File: src/rtl/flatten_l2_if.sv
// Shared memory-port bundle between the flatten stage and the layer memories.
interface flatten_l2_if #(
  parameter int DW = 20,
  parameter int AW = 12
);
  logic          start;
  logic          busy;
  logic          done;
  logic          crd;
  logic [AW-1:0] caddr_rd;
  logic [DW-1:0] cdata_rd;
  logic          cwr;
  logic [AW-1:0] caddr_wr;
  logic [DW-1:0] cdata_wr;
  logic [2:0]    csel;

  modport master (
    input  start, cdata_rd,
    output busy, done, crd, caddr_rd, cwr, caddr_wr, cdata_wr, csel
  );

  modport slave (
    output start, cdata_rd,
    input  busy, done, crd, caddr_rd, cwr, caddr_wr, cdata_wr, csel
  );
endinterface

File: src/rtl/flatten_l2.sv
// Layer-2 flatten: interleaves two pooled maps into L2[2i]=K0[i], L2[2i+1]=K1[i],
// one read/write per cycle over the shared memory port.
module flatten_l2 #(
  parameter int       DW     = 20,
  parameter int       AW     = 12,
  parameter int       N_PIX  = 1024,
  parameter logic [2:0] SEL_K0 = 3'b011,
  parameter logic [2:0] SEL_K1 = 3'b100,
  parameter logic [2:0] SEL_L2 = 3'b101
) (
  input  logic         clk,
  input  logic         reset,
  flatten_l2_if.master bus
);
  localparam int IW = (N_PIX > 1) ? $clog2(N_PIX) : 1;
  localparam logic [IW-1:0] LAST = IW'(N_PIX - 1);

  typedef enum logic [2:0] {IDLE, RD_K0, RD_K1, WR_K0, WR_K1, FIN} state_t;

  state_t        state;
  logic [IW-1:0] idx;
  logic [DW-1:0] d0, d1;

  // Outputs are registered one state ahead: each arm sets up the bus for the next state.
  always_ff @(posedge clk or negedge reset) begin
    if (!reset) begin
      state        <= IDLE;
      idx          <= '0;
      d0           <= '0;
      d1           <= '0;
      bus.busy     <= 1'b0;
      bus.done     <= 1'b0;
      bus.crd      <= 1'b0;
      bus.cwr      <= 1'b0;
      bus.csel     <= 3'b000;
      bus.caddr_rd <= '0;
      bus.caddr_wr <= '0;
      bus.cdata_wr <= '0;
    end else begin
      case (state)
        IDLE: begin
          if (bus.start) begin
            bus.busy     <= 1'b1;
            idx          <= '0;
            bus.crd      <= 1'b1;
            bus.csel     <= SEL_K0;
            bus.caddr_rd <= '0;
            state        <= RD_K0;
          end
        end
        RD_K0: begin
          d0           <= bus.cdata_rd;
          bus.csel     <= SEL_K1;
          bus.caddr_rd <= AW'(idx);
          state        <= RD_K1;
        end
        RD_K1: begin
          d1           <= bus.cdata_rd;
          bus.crd      <= 1'b0;
          bus.cwr      <= 1'b1;
          bus.csel     <= SEL_L2;
          bus.caddr_wr <= AW'({idx, 1'b0});
          bus.cdata_wr <= d0;
          state        <= WR_K0;
        end
        WR_K0: begin
          bus.caddr_wr <= AW'({idx, 1'b1});
          bus.cdata_wr <= d1;
          state        <= WR_K1;
        end
        WR_K1: begin
          bus.cwr <= 1'b0;
          if (idx == LAST) begin
            bus.csel <= 3'b000;
            bus.busy <= 1'b0;
            bus.done <= 1'b1;
            state    <= FIN;
          end else begin
            idx          <= idx + 1'b1;
            bus.crd      <= 1'b1;
            bus.csel     <= SEL_K0;
            bus.caddr_rd <= AW'(idx) + AW'(1);
            state        <= RD_K0;
          end
        end
        FIN: begin
          bus.done <= 1'b0;
          state    <= IDLE;
        end
        default: state <= IDLE;
      endcase
    end
  end
endmodule
File: src/flat_wrapper.sv
// flat-port wrapper written by rule: the top's interface ports become plain ports
module flatten_l2_flat 
#(
  parameter int       DW     = 20,
  parameter int       AW     = 12,
  parameter int       N_PIX  = 1024,
  parameter logic [2:0] SEL_K0 = 3'b011,
  parameter logic [2:0] SEL_K1 = 3'b100,
  parameter logic [2:0] SEL_L2 = 3'b101
)
  (clk, reset, bus_start, bus_cdata_rd, bus_busy, bus_done, bus_crd, bus_caddr_rd, bus_cwr, bus_caddr_wr, bus_cdata_wr, bus_csel);
  flatten_l2_if #(.DW(DW), .AW(AW)) bus_i ();
  input  logic clk;
  input  logic reset;
  input wire logic [$bits(bus_i.start)-1:0] bus_start;
  input wire logic [$bits(bus_i.cdata_rd)-1:0] bus_cdata_rd;
  output wire logic [$bits(bus_i.busy)-1:0] bus_busy;
  output wire logic [$bits(bus_i.done)-1:0] bus_done;
  output wire logic [$bits(bus_i.crd)-1:0] bus_crd;
  output wire logic [$bits(bus_i.caddr_rd)-1:0] bus_caddr_rd;
  output wire logic [$bits(bus_i.cwr)-1:0] bus_cwr;
  output wire logic [$bits(bus_i.caddr_wr)-1:0] bus_caddr_wr;
  output wire logic [$bits(bus_i.cdata_wr)-1:0] bus_cdata_wr;
  output wire logic [$bits(bus_i.csel)-1:0] bus_csel;
  assign bus_i.start = bus_start;
  assign bus_i.cdata_rd = bus_cdata_rd;
  assign bus_busy = bus_i.busy;
  assign bus_done = bus_i.done;
  assign bus_crd = bus_i.crd;
  assign bus_caddr_rd = bus_i.caddr_rd;
  assign bus_cwr = bus_i.cwr;
  assign bus_caddr_wr = bus_i.caddr_wr;
  assign bus_cdata_wr = bus_i.cdata_wr;
  assign bus_csel = bus_i.csel;
  flatten_l2 #(.DW(DW), .AW(AW), .N_PIX(N_PIX), .SEL_K0(SEL_K0), .SEL_K1(SEL_K1), .SEL_L2(SEL_L2)) u_core (.clk(clk), .reset(reset), .bus(bus_i));
endmodule
File: config.mk
export PLATFORM = sky130hd
export DESIGN_NAME = flatten_l2_flat
export DESIGN_NICKNAME = d
export VERILOG_FILES = /design/src/rtl/flatten_l2_if.sv /design/src/rtl/flatten_l2.sv /design/src/flat_wrapper.sv
export SDC_FILE = /design/constraint.sdc
export NUM_CORES = 1
export LEC_CHECK = 0
export ABC_CLOCK_PERIOD_IN_PS = 2850
export CORE_MARGIN = 2
export CORE_UTILIZATION = 45
export CTS_CLUSTER_DIAMETER = 150
export DETAILED_ROUTE_END_ITERATION = 10
export GPL_TIMING_DRIVEN = 0
export PLACE_DENSITY_LB_ADDON = 0.2
export SLEW_MARGIN = 40
export SYNTH_ARGS = -nofsm -noshare
export SYNTH_HDL_FRONTEND = slang
export SYNTH_SLANG_ARGS = --single-unit
File: constraint.sdc
create_clock -name clk -period 2.85 [get_ports clk]
set_input_delay 0.57 -clock clk [delete_from_list [all_inputs] [get_ports clk]]
set_output_delay 0.57 -clock clk [all_outputs]
set_load 0.1 [all_outputs]
### Word-level counts from Yosys, hierarchy flattened

Cells that the tools add are included.

* add/subtract/negate cells: 2
* equal/unequal tests: 9
* multiplexer cells: 22
* reduce and logical (&&, ||, !) cells: 14

Operators by type and width (number)
* one-hot mux 20 bit (2 select lines): 1
* one-hot mux 12 bit (3 select lines): 1
* 2-to-1 mux 12 bit: 2
* one-hot mux 12 bit (2 select lines): 1
* 2-to-1 mux 10 bit: 2
* one-hot mux 10 bit (2 select lines): 1
* one-hot mux 3 bit (5 select lines): 1
* one-hot mux 3 bit (4 select lines): 1
* AND reduction 3 bit: 4
* adder 10 x 1 -> 11 bit (second input constant): 1
* adder 10 x 1 -> 10 bit (second input constant): 1
* == test 10 bit (second input constant): 1
* 2-to-1 mux 3 bit: 3
* nonzero test 2 bit: 4
* == test 3 x 2 -> 1 bit (second input constant): 2
* == test 3 bit (second input constant): 2
* one-hot mux 1 bit (2 select lines): 3
* nonzero test 3 bit: 2
* 2-to-1 mux 1 bit: 4
* != test 2 bit (second input constant): 2
* AND reduction 2 bit: 2
* nonzero test 4 bit: 1
* == test 3 x 1 -> 1 bit (second input constant): 1
* zero test 3 bit: 1
* other kinds (3): 3

* bits in registers: 104
* input bits: 23
* output and inout port bits: 51
* logic and storage cells: 59

### Longest topological paths before layout

Gate-level depths: netlist of run 1.

* depth after elaboration: 3
* mapped depth: 7
* depth with buffers taken out: 5

### Worst setup path before layout of run 1

Ideal clock, no wire load.

* path type: register -> register
* start: register u_core.idx[0]
* end: register u_core.idx[0]
* library setup time: 128 ps
* arrival time: 1700 ps
* required time: 2722 ps
* slack: 1023 ps
* stages on the path, launching flop included: 7
* path buffers: 1
* clock period less this slack: 1827 ps
* path through: dfrtp_1 ha_1 and4_4 and4_4 or2_1 buf_2 mux2_1

* word-level cells in the longest chain between the ends: 3
* elaborated cells between the ends (all ways): 6
* classes of those cells: add/sub: 1; eq/ne: 2; mux: 2; reduce/logical: 1

Ends and longest elaborated chain
* from (decl): RTL line flatten_l2.sv:21 `logic [IW-1:0] idx;`
* from (signal assigned): RTL line flatten_l2.sv:79 `idx <= idx + 1'b1;`
* adder 10 x 1 -> 10 bit or == test 10 bit (tied branches): RTL line flatten_l2.sv:79, flatten_l2.sv:73
* 2-to-1 mux 10 bit or != test 2 bit (tied branches)
* one-hot mux 10 bit (2 select lines) or AND reduction 3 bit (tied branches)

Parallel ways exist; a longest one is shown, timed or not. The select of a mux whose other input is x is not followed.
A chain may end at the register's enable or synchronous reset.

### Worst setup path after layout of run 1

* start: register u_core.idx[0]
* end: register u_core.idx[1]

Same word-level chain as after synthesis.

==> results.toml, run 1 <==
[cts]
htreeDepth = 3
cts_tree = "done"
clockBufferDepth = 2
cts_root_buf = "clkbuf_8"
post-cts-setup-buffers = 0
clk_latency_ns = 0.37
clk_pin_slew_ns = 0.10
cts_made_buffers = 9
cts.sinks = 102
post_cts_resized = 0
cts_hold_buf = 0

[placement]
place_area_sq_mm = 0.005049
gp_congestion = 0.7776
io_buffers = 71
pre_cts_ws_ns = 0.4871
placed_cells = 605
post-dp-hpwl_microns = 6562

[setup_path]
crit_chain = "ha_1, and4_4, and4_4, or2_1, buf_2, mux2_1"
criticalPathCategory = "reg2reg"
cpPeakStageDelay_ns = 0.46
path_common_cell = "and4_4"
crit_fanout = 8
crit_buf_inv = 1
r2r_cells = 6
r2r_start = "u_core.idx[0]"
r2r_slack_ns = 0.78
cp.arrival_ns = 2.32
crit_slowest_cell = "dfrtp_1"
cp_top_family = "simple AND/OR/NAND/NOR gates"
endpoint_kind = "register"
worstReg2RegEnd = "u_core.idx[1]"
startpoint_type = "register"
critPathRequiredTime_ns = 3.10

[timing]
maxSlewHeadroom_pct = 62.41
fin_skew_ns = 0.009360
finalCritPeriodShare_pct = 72.54
period_needed_ns = 2.067
setup_ws_ns = 0.7825
final-setup-viol-count = 0
final_max_slew_viol_count = 0
max_freq_mhz = 483.7
hold_violations = 0
rsz0062_at_grt = "false"
whs_ns = 0.08066
tightest_slew_ns = 0.5614

[global_routing]
grt_max_degree = 59
overflow = 0
antenna_found_initial = 0
track_usage_pct = 19.55
grt_pass1_vias = 3126
grt_pass1_wl_microns = 15660

[logic_synthesis]
synth_cells = 399
ys_seq_elements = 102
synth_top_area_share_pct = 58.27
yosys_warnings = 0
synthDistinctLibCells = 48
synth_area_leaders = "dfrtp_1, nand2_1, mux2_2"
async_flop_share_pct = 100.0
yosys.area.top_type = "dfrtp_1"
seq_area_frac_synth_pct = 58.27
synth_edf_count = 0
yosys_most_used_dff = "dfrtp_1"
netlist_area_sq_mm = 0.004380
syn_area_per_cell_sq_um = 10.98

[final_layout]
multi_input_area_sq_mm = 0.001660
stdcell_count = 621
fin_nets = 507
nFillCells = 856
layout_commonest_cell = "dfrtp_1"
fin_area_sq_mm = 0.005259
register_area_sq_mm = 0.002552
layout-drive-gt1-share_pct = 25.20
final_cell_mix = "dfrtp_1, nand2_1, buf_2, o21ai_0, mux2_2"
area_delta_synth_final_pct = 20.05
diodes = 0

[floorplanning]
initial_core_util_pct = 45.66
num_rows = 36
die-width_microns = 102.7
coreArea_sq_mm = 0.009594
die_area_sq_mm = 0.01054
num_io_pins = 74
die_h_microns = 102.7

[power]
peakVddDrop_mv = 0.2694
p_per_area_mw_per_mm2 = 518.7
fin_total_pwr_uw = 2728
p_leak_uw = 0.002390

[outcome]
outcome = "finished, final reports clean"

[route]
avgRoutedWirePerCell_microns = 15.49
via_per_inst = 5.184
antenna_left = 0
drtIter0Drc = 119
drc = 0
dr.pass1.iters = 4
num_vias = 3219
drt_wl_total_microns = 9619

[run]
drv_cap = 0

[worst_hold_path]
hold_class = "in2async"
-- layer usage --
layer	GRT usage (%)	wire length [microns]	share of wire [%]	vias up
li1	-	-	-	1530
met1	25.65	4283	45	1597
met2	32.48	4690	49	77
met3	4.814	483	5.0	15
met4	5.641	161	1.7	0
met5	0	0	0	-
-- area by class of cell --
cell class	count	area share (%)
Multi-Input combinational cell	264	31.57
Timing Repair Buffer	72	9.469
Sequential cell	102	48.54
Buffer	29	2.903
Tap cell	133	3.164
Clock inverter	6	1.380
Clock buffer	10	2.617
Inverter	5	0.3569
-- registers in the layout, indices dropped and copies added, names as in the netlist --
register	count
u_core.bus.done	1
u_core.bus.csel	3
u_core.bus.caddr_wr	11
u_core.state	3
u_core.bus.cwr	1
u_core.bus.busy	1
u_core.d1	20
u_core.bus.crd	1
u_core.bus.caddr_rd	11
u_core.d0	20
u_core.bus.cdata_wr	20
u_core.idx	10
-- worst max-delay path by stage --
stage | to | startpoint | slack, ns | cells after the start
6_report | u_core.idx[1] | u_core.idx[0] | 0.78 | 6
5_1_grt | u_core.idx[1] | u_core.idx[0] | 0.66 | 6
4_1_cts | u_core.idx[1] | u_core.idx[0] | 0.78 | 6
3_5_place_dp | u_core.bus.caddr_rd[3] | bus_start | 0.49 | 6
3_3_place_gp | u_core.d0[3] | reset | -2.63 | 1
2_1_floorplan | u_core.idx[0] | u_core.idx[0] | 1.02 | 6
-- cell usage after synthesis (5+ instances only) --
cell	instances
mux2_2	27
clkbuf_1	7
nor2_1	12
nand3_1	6
buf_2	16
nand2_1	92
a31oi_1	6
o21ai_0	33
inv_1	5
dfrtp_1	102
a21oi_1	13
mux2i_1	20
-- cells by family after synthesis --
logic type      share of synthesized area [%]
buf+inv                                 3.913
mux                                     12.54
simple gates                            14.48
flops                                   58.27
xor+xnor                               0.4000
fa+ha+maj                              0.2856
other cells                           0.08561
compound gates                          10.03
-- per-stage QoR --
step	utilization (%)	TNS, ns
5_1_grt	54.81	0
4_1_cts	54.81	0
3_3_place_gp	54.84	-268.15
6_report	54.81	0
2_1_floorplan	-	0
3_5_place_dp	52.62	0
-- report_power, final --
group	switching [uW]	internal, uW	leakage (uW)
clock network	525	443	0.000104
registers	22.4	1490	0.00120
logic	181	66.7	0.00108
Power figures use the tool's default switching activity.
==> run 2, diff against run 1 <==
- ABC_CLOCK_PERIOD_IN_PS: 2850 -> 1950
- clock period: 2.85 -> 1.95 ns (I/O delays scaled with it)
==> results.toml, run 2 (synthesis gave the netlist of run 1 again) <==
[outcome]
outcome = "finished, final reports clean"

[setup_path]
critPathRequiredTime_ns = 2.20
r2r_start = "u_core.idx[1]"
criticalPathCategory = "reg2reg"
r2r_cells = 6
crit_fanout = 8
cp.arrival_ns = 2.12
r2r_slack_ns = 0.07
worstReg2RegEnd = "u_core.idx[1]"
setup.worst_path.start = "u_core.idx[1]"
startpoint_type = "register"
endpoint = "u_core.idx[1]"
endpoint_kind = "register"

[timing]
tightest_slew_ns = 0.5248
max_freq_mhz = 533.0
final_max_slew_viol_count = 0
maxSlewHeadroom_pct = 65.01
whs_ns = 0.4833
finalSetupTns_ns = 0
period_needed_ns = 1.876
finalCritPeriodShare_pct = 96.21
hold_violations = 0
rsz0062_at_grt = "true"
fin_skew_ns = 0.01114
setup_ws_ns = 0.07398
final-setup-viol-count = 0

[global_routing]
track_usage_pct = 19.56
grt_max_degree = 59
grt_pass1_vias = 3134
grt_pass1_wl_microns = 15670
antenna_found_initial = 0
overflow = 0

[worst_hold_path]
hold_class = "reg2reg"
hold_depth = 2

[floorplanning]
num_rows = 36
coreArea_sq_mm = 0.009594
die_h_microns = 102.7
die_area_sq_mm = 0.01054
die-width_microns = 102.7
num_io_pins = 74
initial_core_util_pct = 45.66

[power]
peakVddDrop_mv = 0.3925
p_per_area_mw_per_mm2 = 750.8
internal_power_uw = 2923
p_leak_uw = 0.002400
share_seq_of_total_power_pct = 55.4
fin_total_pwr_uw = 3985
clkPwrFrac_pct = 35.4
p_sw_uw = 1062
p_comb_share_pct = 9.1
switching_share_pct = 26.65

[route]
antenna_left = 0
drtIter0Drc = 150
num_vias = 3242
drc = 0
drt_wl_total_microns = 9755
avgRoutedWirePerCell_microns = 15.63
dr.pass1.iters = 4
via_per_inst = 5.196

[cts]
cts_root_buf = "clkbuf_8"
clk_pin_slew_ns = 0.09
cts_made_buffers = 9
clk_latency_ns = 0.37
clockBufferDepth = 2
htreeDepth = 3
cts.sinks = 102
cts_tree = "done"

[run]
drv_cap = 0

[final_layout]
diodes = 0
area_delta_synth_final_pct = 21.17
biggestRegsByFlops = "u_core.bus.cdata_wr (20), u_core.d0 (20), u_core.d1 (20)"
layout-drive-gt1-share_pct = 26.07
fin_nets = 510
layout_commonest_cell = "dfrtp_1"
final_cell_mix = "dfrtp_1, nand2_1, buf_2, o21ai_0, mux2_2"
post-route-util_pct = 55.32

[placement]
post-dp-hpwl_microns = 6562
pre_cts_ws_ns = -0.2329
io_buffers = 71
gp_congestion = 0.7776
-- run 2: cell types whose count changed in the layout (fill, tap and decap cells not counted) --
cell | previous run | this run
buf_2 | 65 | 64
ha_4 | 0 | 1
ha_1 | 1 | 0
buf_4 | 4 | 7
dlygate4sd3_1 | 0 | 1
nor3b_2 | 1 | 0
dfrtp_2 | 0 | 2
nor3b_4 | 0 | 1
dfrtp_1 | 102 | 100
-- run 2: area by class of cell --
cell class              instances  area (sq um)
multi-input cells             264          1679
repair buffers                 75         523.0
clock buffers                  10         137.6
fillers                       848          4287
inverters                       5         18.77
plain buffers                  29         155.1
well taps                     133         166.4
flip-flops and latches        102          2555
clock inverters                 6         72.57
-- run 2: critical path: stages, from the launching register on --
cell	delay (ns)
dfrtp_2	0.47
ha_4	0.19
and4_4	0.22
and4_4	0.19
or2_1	0.20
buf_4	0.17
mux2_1	0.32
-- run 2: routing by layer --
| metal | global-route usage [%] | vias up | share of wire (%) |
|---|---|---|---|
| met1 | 25.64 | 1616 | 45 |
| met4 | 5.641 | 0 | 1.4 |
| met5 | 0 | - | 0 |
| met2 | 32.53 | 79 | 49 |
| met3 | 4.814 | 9 | 5.2 |
| li1 | - | 1538 | - |
-- run 2: through the flow --
step / std cells / area (sq um)
after floorplan: 400 / 4384
after global placement: 604 / 5261
after detailed placement: 605 / 5049
after CTS: 622 / 5275
after global routing: 624 / 5308
final: 624 / 5308
-- run 2: timing repair --
action / CTS / global route
setup endpoints to repair: 2 / 5
gates resized for setup: 3 / 3
buffers inserted: 0 / 2
pin swaps: 0 / 1
hold endpoints to repair: 44 / 0
hold buffers: 1 / 0
-- run 2: how the worst min path moves through the flow --
stage                  start                endpoint
4_1_cts        u_core.d0[18]           u_core.d0[18]
3_3_place_gp    u_core.d0[4]            u_core.d0[4]
5_1_grt        u_core.d0[14]           u_core.d0[14]
3_5_place_dp           reset  u_core.bus.caddr_wr[1]
2_1_floorplan          reset         u_core.bus.busy
6_report       u_core.d0[16]           u_core.d0[16]
-- run 2: power groups by stage --
stage	clock network [uW]	registers (uW)	logic, uW
global placement	0	2250	374
detailed placement	0	2250	367
floorplan	0	2400	73.2
CTS	1460	2210	369
global route	1550	2220	391
finish	1410	2210	364
==> variant 1: new RTL, flow settings as in run 1 <==
`N_PIX` is set to 1024 in 2 places; all go to 512.
--- a/src/rtl/flatten_l2.sv
+++ b/src/rtl/flatten_l2.sv
@@ -4,5 +4,5 @@
   parameter int       DW     = 20,
   parameter int       AW     = 12,
-  parameter int       N_PIX  = 1024,
+  parameter int       N_PIX  = 512,
   parameter logic [2:0] SEL_K0 = 3'b011,
   parameter logic [2:0] SEL_K1 = 3'b100,
--- a/src/flat_wrapper.sv
+++ b/src/flat_wrapper.sv
@@ -4,5 +4,5 @@
   parameter int       DW     = 20,
   parameter int       AW     = 12,
-  parameter int       N_PIX  = 1024,
+  parameter int       N_PIX  = 512,
   parameter logic [2:0] SEL_K0 = 3'b011,
   parameter logic [2:0] SEL_K1 = 3'b100,
Function: no difference found for any inputs over 10 cycles, from zero or initial values and one cycle with reset low; that may be too few to reach the edited logic, so the function may still have changed.
==> variant 1 against run 1 <==
- non-clock buffer count fell by 2
- wire length fell by 8.1%
- maximum frequency fell by 9.9%
- synthesized area fell by 0.51%
- cell area fell by 0.79%
- setup slack got worse by 0.23 ns
- sequential cell count fell by 3
- critical path depth rose by 2
- critical path type unchanged
Power is left out: the tool's default activity adds up to more than one toggle a clock period on the data nets, which glitch-free logic cannot reach.
==> variant 1: results (changes against run 1) <==
Root buffer cell = clkbuf_8 (unchanged)
Detailed-router iteration count before antenna repair = 4 (unchanged)
Initial DRC count = 131 (was 119)
Share of layout cells above drive strength 1 = 30.30% (was 25.20%)
Ranking of synthesized cells by area = dfrtp_1 (57%), mux2_2 (13%), o21ai_0 (5.1%), mux2i_1 (4.6%), nand2_1 (2.8%) (was dfrtp_1 (58%), nand2_1 (7.9%), mux2_2 (6.9%), mux2i_1 (4.6%), o21ai_0 (3.8%))
DR vias = 3060 (was 3219)
Met3 wire length = 482 µm (was 483 µm)
TritonCTS Buffers = 9 (unchanged)
Syn. warnings = 0 (unchanged)
Routed wire length = 8.840 mm (was 9.619 mm)
First-pass GRT wire length = 14.86 mm (was 15.66 mm)
GR Util All Layers = 18.38% (was 19.55%)
# port buffers = 68 (was 71)
Crit Path Max Fanout = 10 (was 8)
Worst reg2reg path depth = 8 (was 6)
Post-CTS Resized = 0 (unchanged)
M1 WL = 3.924 mm (was 4.283 mm)
Antenna cells = 0 (unchanged)
Post-CTS Setup Repair Bufs = 0 (unchanged)
Clock skew = 0.008139 ns (was 0.009360 ns)
Reg2Reg Setup Slack = 0.56 ns (was 0.78 ns)
Reg clk slew, reported paths = 0.10 ns (about the same)
WL met2 = 4.293 mm (was 4.690 mm)
Async SR Flop Fraction = 100.0% (unchanged)
DP Wirelength = 6.023 mm (was 6.562 mm)
Synth cell count leaders = dfrtp_1 (99), mux2_2 (50), o21ai_0 (44) (was dfrtp_1 (102), nand2_1 (92), o21ai_0 (33))
Largest net degree at the start of global routing = 77 (was 59)
Smallest hold slack = 0.02061 ns (was 0.08066 ns)
Clk Latency, worst-skew pair = 0.37 ns (about the same)
Worst Setup EP = u_core.idx[4] (was u_core.idx[1])
# nets final = 482 (was 507)
CTS max path bufs = 2 (unchanged)
Sequential share of the synthesized area = 56.85% (was 58.27%)
WP data arrival = 2.56 ns (was 2.32 ns)
Share of the synthesized area in the top cell type = 56.85% (was 58.27%)
Top Registers = u_core.bus.cdata_wr x20, u_core.d0 x20, u_core.d1 x20 (unchanged)
Fill cells = 815 (was 856)
Outcome = completed (unchanged)
Grt met2 use = 28.44% (was 32.48%)
Initial antenna violation count = 0 (unchanged)
Hold Crit Class = input port to async pin (unchanged)
Met3 GRT Util = 4.583% (was 4.814%)
Library cells used by synthesis = 46 (was 48)
Setup CP Type = flop to flop (unchanged)
Worst r2r src = u_core.idx[0] (unchanged)
Top sig layer = met4 (unchanged)
Vias in the first global route = 2994 (was 3126)
Htree depth = 3 (unchanged)
Dpl cell area = 0.005009 mm² (was 0.005049 mm²)
GR Util met1 = 24.93% (was 25.65%)
GP Congestion = 0.8271 (was 0.7776)
[variant 1: cell count changes in the layout (fill, tap and decap cells not counted), moves of 3 or more]
cell      before  now
a21oi_1       13   17
buf_2         65   56
nand3_1        6    3
buf_4          4   10
a221o_1        4    0
mux2_1         4    0
o21ai_0       33   44
dfrtp_1      102   99
and4_4         3    0
nand2_1       92   33
mux2_2        27   50
nand2b_1       1    7
[variant 1: per-stage QoR]
stage | std cells | utilization, % | setup TNS [ns] | setup WS [ns]
2_1_floorplan | 377 | - | 0 | 0.8145
3_3_place_gp | 574 | 55.87 | -237.93 | -2.411
3_5_place_dp | 575 | 53.70 | 0 | 0.5688
4_1_cts | 591 | 55.94 | 0 | 0.5331
5_1_grt | 591 | 55.94 | 0 | 0.3360
6_report | 591 | 55.94 | 0 | 0.5558
[variant 1: cell type report]
cell class / count / share of cell area [%]
sequential: 99 / 47.48
multi-input combinational: 242 / 32.45
timing repair buffer: 69 / 9.161
buffer: 30 / 3.381
tap: 129 / 3.094
clock buffer: 10 / 2.638
clock inverter: 6 / 1.367
inverter: 6 / 0.4317
[variant 1: cells by family (layout without fill, tap and decap cells)]
kind of cell | after synthesis | after routing | synth area share, %
adders and majority gates | 2 | 2 | 0.5741
AOI/OAI and AO/OA | 84 | 84 | 11.00
DFF | 99 | 99 | 56.85
other | 1 | 4 | 0.08605
buffers and inverters | 36 | 121 | 4.565
muxes | 70 | 70 | 17.51
xor gates and xnor gates | 1 | 1 | 0.2010
and+or+nand+nor | 81 | 81 | 9.216
[variant 1: worst max-delay path, stage by stage, from the launching register on]
cell and delay, ns:
dfrtp_1 0.50, ha_1 0.28, and4_1 0.22, ha_1 0.30, nor2b_1 0.09, o21ai_1 0.20
clkbuf_1 0.36, o21ai_0 0.15, o31ai_1 0.09
==> variant 2: new RTL, settings of run 1 <==
Without the edit above. Encoding of `state_t`: now one-hot (6 bits for 6 states).
--- a/src/rtl/flatten_l2.sv
+++ b/src/rtl/flatten_l2.sv
@@ -16,5 +16,5 @@
   localparam logic [IW-1:0] LAST = IW'(N_PIX - 1);
 
-  typedef enum logic [2:0] {IDLE, RD_K0, RD_K1, WR_K0, WR_K1, FIN} state_t;
+  typedef enum logic [5:0] {IDLE = 6'b000001, RD_K0 = 6'b000010, RD_K1 = 6'b000100, WR_K0 = 6'b001000, WR_K1 = 6'b010000, FIN = 6'b100000} state_t;
 
   state_t        state;
Formal check against the unedited RTL: no difference found for any inputs over 10 cycles, from zero or initial values and one cycle with reset low; not proved beyond that.
==> variant 2 against run 1 <==
- setup slack got worse by 0.35 ns
- sequential cell count rose by 3
- wire length fell by 0.94%
- combinational power about the same
- critical path depth is the same
- clock skew up 0.0045 ns
- sequential power increased by 3%
- synthesized area up 2.8%
- global-route usage shrank 0.82 points
- worst hold slack worse by 0.018 ns
- cell area increased by 2.0%
- total power fell by 1.7%
- critical endpoint is now u_core.idx[0]
- largest power group unchanged
==> variant 2: results (changes against run 1) <==
Initial antenna violation count = 0 (unchanged)
Worst IR Drop VDD = 0.3061 mV (was 0.2694 mV)
Mean number of vias per cell = 5.260 (was 5.184)
Async SR Flop Fraction = 100.0% (unchanged)
WP data arrival = 2.68 ns (was 2.32 ns)
Synth cell count leaders = dfrtp_1 (104), nand2_1 (71), nor2_1 (31) (was dfrtp_1 (102), nand2_1 (92), o21ai_0 (33))
Die area = 0.01082 mm² (was 0.01054 mm²)
# nets final = 509 (was 507)
Dpl cell area = 0.005182 mm² (was 0.005049 mm²)
TritonCTS Buffers = 9 (unchanged)
Top Registers = u_core.bus.cdata_wr x20, u_core.d0 x20, u_core.d1 x20 (unchanged)
DP Wirelength = 6.560 mm (was 6.562 mm)
Hold Crit Class = input port to async pin (unchanged)
GP Congestion = 0.9155 (was 0.7776)
First-pass GRT wire length = 16.04 mm (was 15.66 mm)
Initial DRC count = 128 (was 119)
Clk Latency, worst-skew pair = 0.38 ns
Root buffer cell = clkbuf_8 (unchanged)
Syn. warnings = 0 (unchanged)
Antenna Violating Nets Remaining = 0 (unchanged)
# port buffers = 71 (unchanged)
Slowest-stage cell, CP = nor4_4 (was dfrtp_1)
Sequential share of the synthesized area = 58.39% (was 58.27%)
Worst stage delay on the critical path = 0.57 ns (was 0.46 ns)
Hold Vio Cnt, Final = 0 (unchanged)
Outcome = completed (unchanged)
GR Util All Layers = 18.73% (was 19.55%)
DR vias = 3272 (was 3219)
Antenna cells = 0 (unchanged)
Slew @ Worst Pin = 0.8037 ns (was 0.5614 ns)
CTS max path bufs = 2 (unchanged)
Placed cells = 607 (was 605)
Detailed-router iteration count before antenna repair = 7 (was 4)
Pre-CTS setup slack = 0.1436 ns (was 0.4871 ns)
Ranking of synthesized cells by area = dfrtp_1 (58%), mux2_2 (7.5%), nand2_1 (5.9%), mux2i_1 (4.9%), a21oi_1 (3.1%) (was dfrtp_1 (58%), nand2_1 (7.9%), mux2_2 (6.9%), mux2i_1 (4.6%), o21ai_0 (3.8%))
Share of layout cells above drive strength 1 = 23.31% (was 25.20%)
Post-CTS Setup Repair Bufs = 0 (unchanged)
Library cells used by synthesis = 55 (was 48)
Reg clk slew, reported paths = 0.10 ns (about the same)
Routed wire length = 9.529 mm (was 9.619 mm)
Htree depth = 3 (unchanged)
Clock skew = 0.01383 ns (was 0.009360 ns)
Crit Path Max Fanout = 9 (was 8)
Largest net degree at the start of global routing = 68 (was 59)
Post-CTS Resized = 0 (unchanged)
CP delay by family, top = simple AND/OR/NAND/NOR gates (unchanged)
Fill cells = 907 (was 856)
Vias in the first global route = 3216 (was 3126)
LEAKAGE = 2.361 nW (was 2.390 nW)
Post-Synthesis Cells = 401 (was 399)
Maxcap violations = 0 (unchanged)
variant 2: final timing paths:
path	from	to	slack [ns]	cells after the start
max	u_core.state[1]	u_core.idx[0]	0.43	6
min	reset	u_core.state[5]	0.06	1
max reg2reg	u_core.state[1]	u_core.idx[0]	0.43	6
min reg2reg	u_core.d0[1]	u_core.d0[1]	0.49	2
max in group asynchronous	reset	u_core.state[0]	2.15	2
min in group clk	u_core.d0[1]	u_core.d0[1]	0.49	2
variant 2: worst register-to-register path: cells and delay by family, from the launching register on:
| family | cells | cell delay (ns) |
|---|---|---|
| mux | 1 | 0.35 |
| flops | 1 | 0.38 |
| buf+inv | 2 | 0.29 |
| compound gates | 1 | 0.22 |
| simple gates | 2 | 1.08 |
variant 2: cell families after synthesis:
group | synth area share (%)
and+or+nand+nor | 13.37
DFF | 58.39
AOI/OAI and AO/OA | 10.92
muxes | 13.40
buffers and inverters | 3.168
xor gates and xnor gates | 0.3892
adders and majority gates | 0.2779
other | 0.08330
variant 2: layout make-up:
class	count	area, µm²	share of cell area (%)
clock buffers	9	123.9	2.309
plain buffers	20	97.59	1.819
flip-flops and latches	105	2629	49.01
inverters	12	45.04	0.8397
well taps	133	166.4	3.102
repair buffers	72	498.0	9.284
clock inverters	6	57.56	1.073
multi-input cells	265	1747	32.56
variant 2: per-layer routing:
metal / global-route usage (%) / share of wire [%]
met1: 23.47 / 43
met3: 5.576 / 5.4
met4: 6.853 / 2.3
met5: 0 / 0
met2: 30.83 / 49
variant 2: through the flow:
step           hold WS (ns)  utilization, %
6_report            0.06258           55.13
5_1_grt             0.06127           55.13
4_1_cts             0.05354           55.13
3_5_place_dp         0.4623           53.27
3_3_place_gp         0.4571           55.32
2_1_floorplan        0.2744               -
variant 2: power by group:
| group | internal (mW) | switching (mW) |
|---|---|---|
| logic | 0.0688 | 0.179 |
| registers | 1.53 | 0.0229 |
| clock network | 0.337 | 0.542 |
| total | 1.94 | 0.745 |
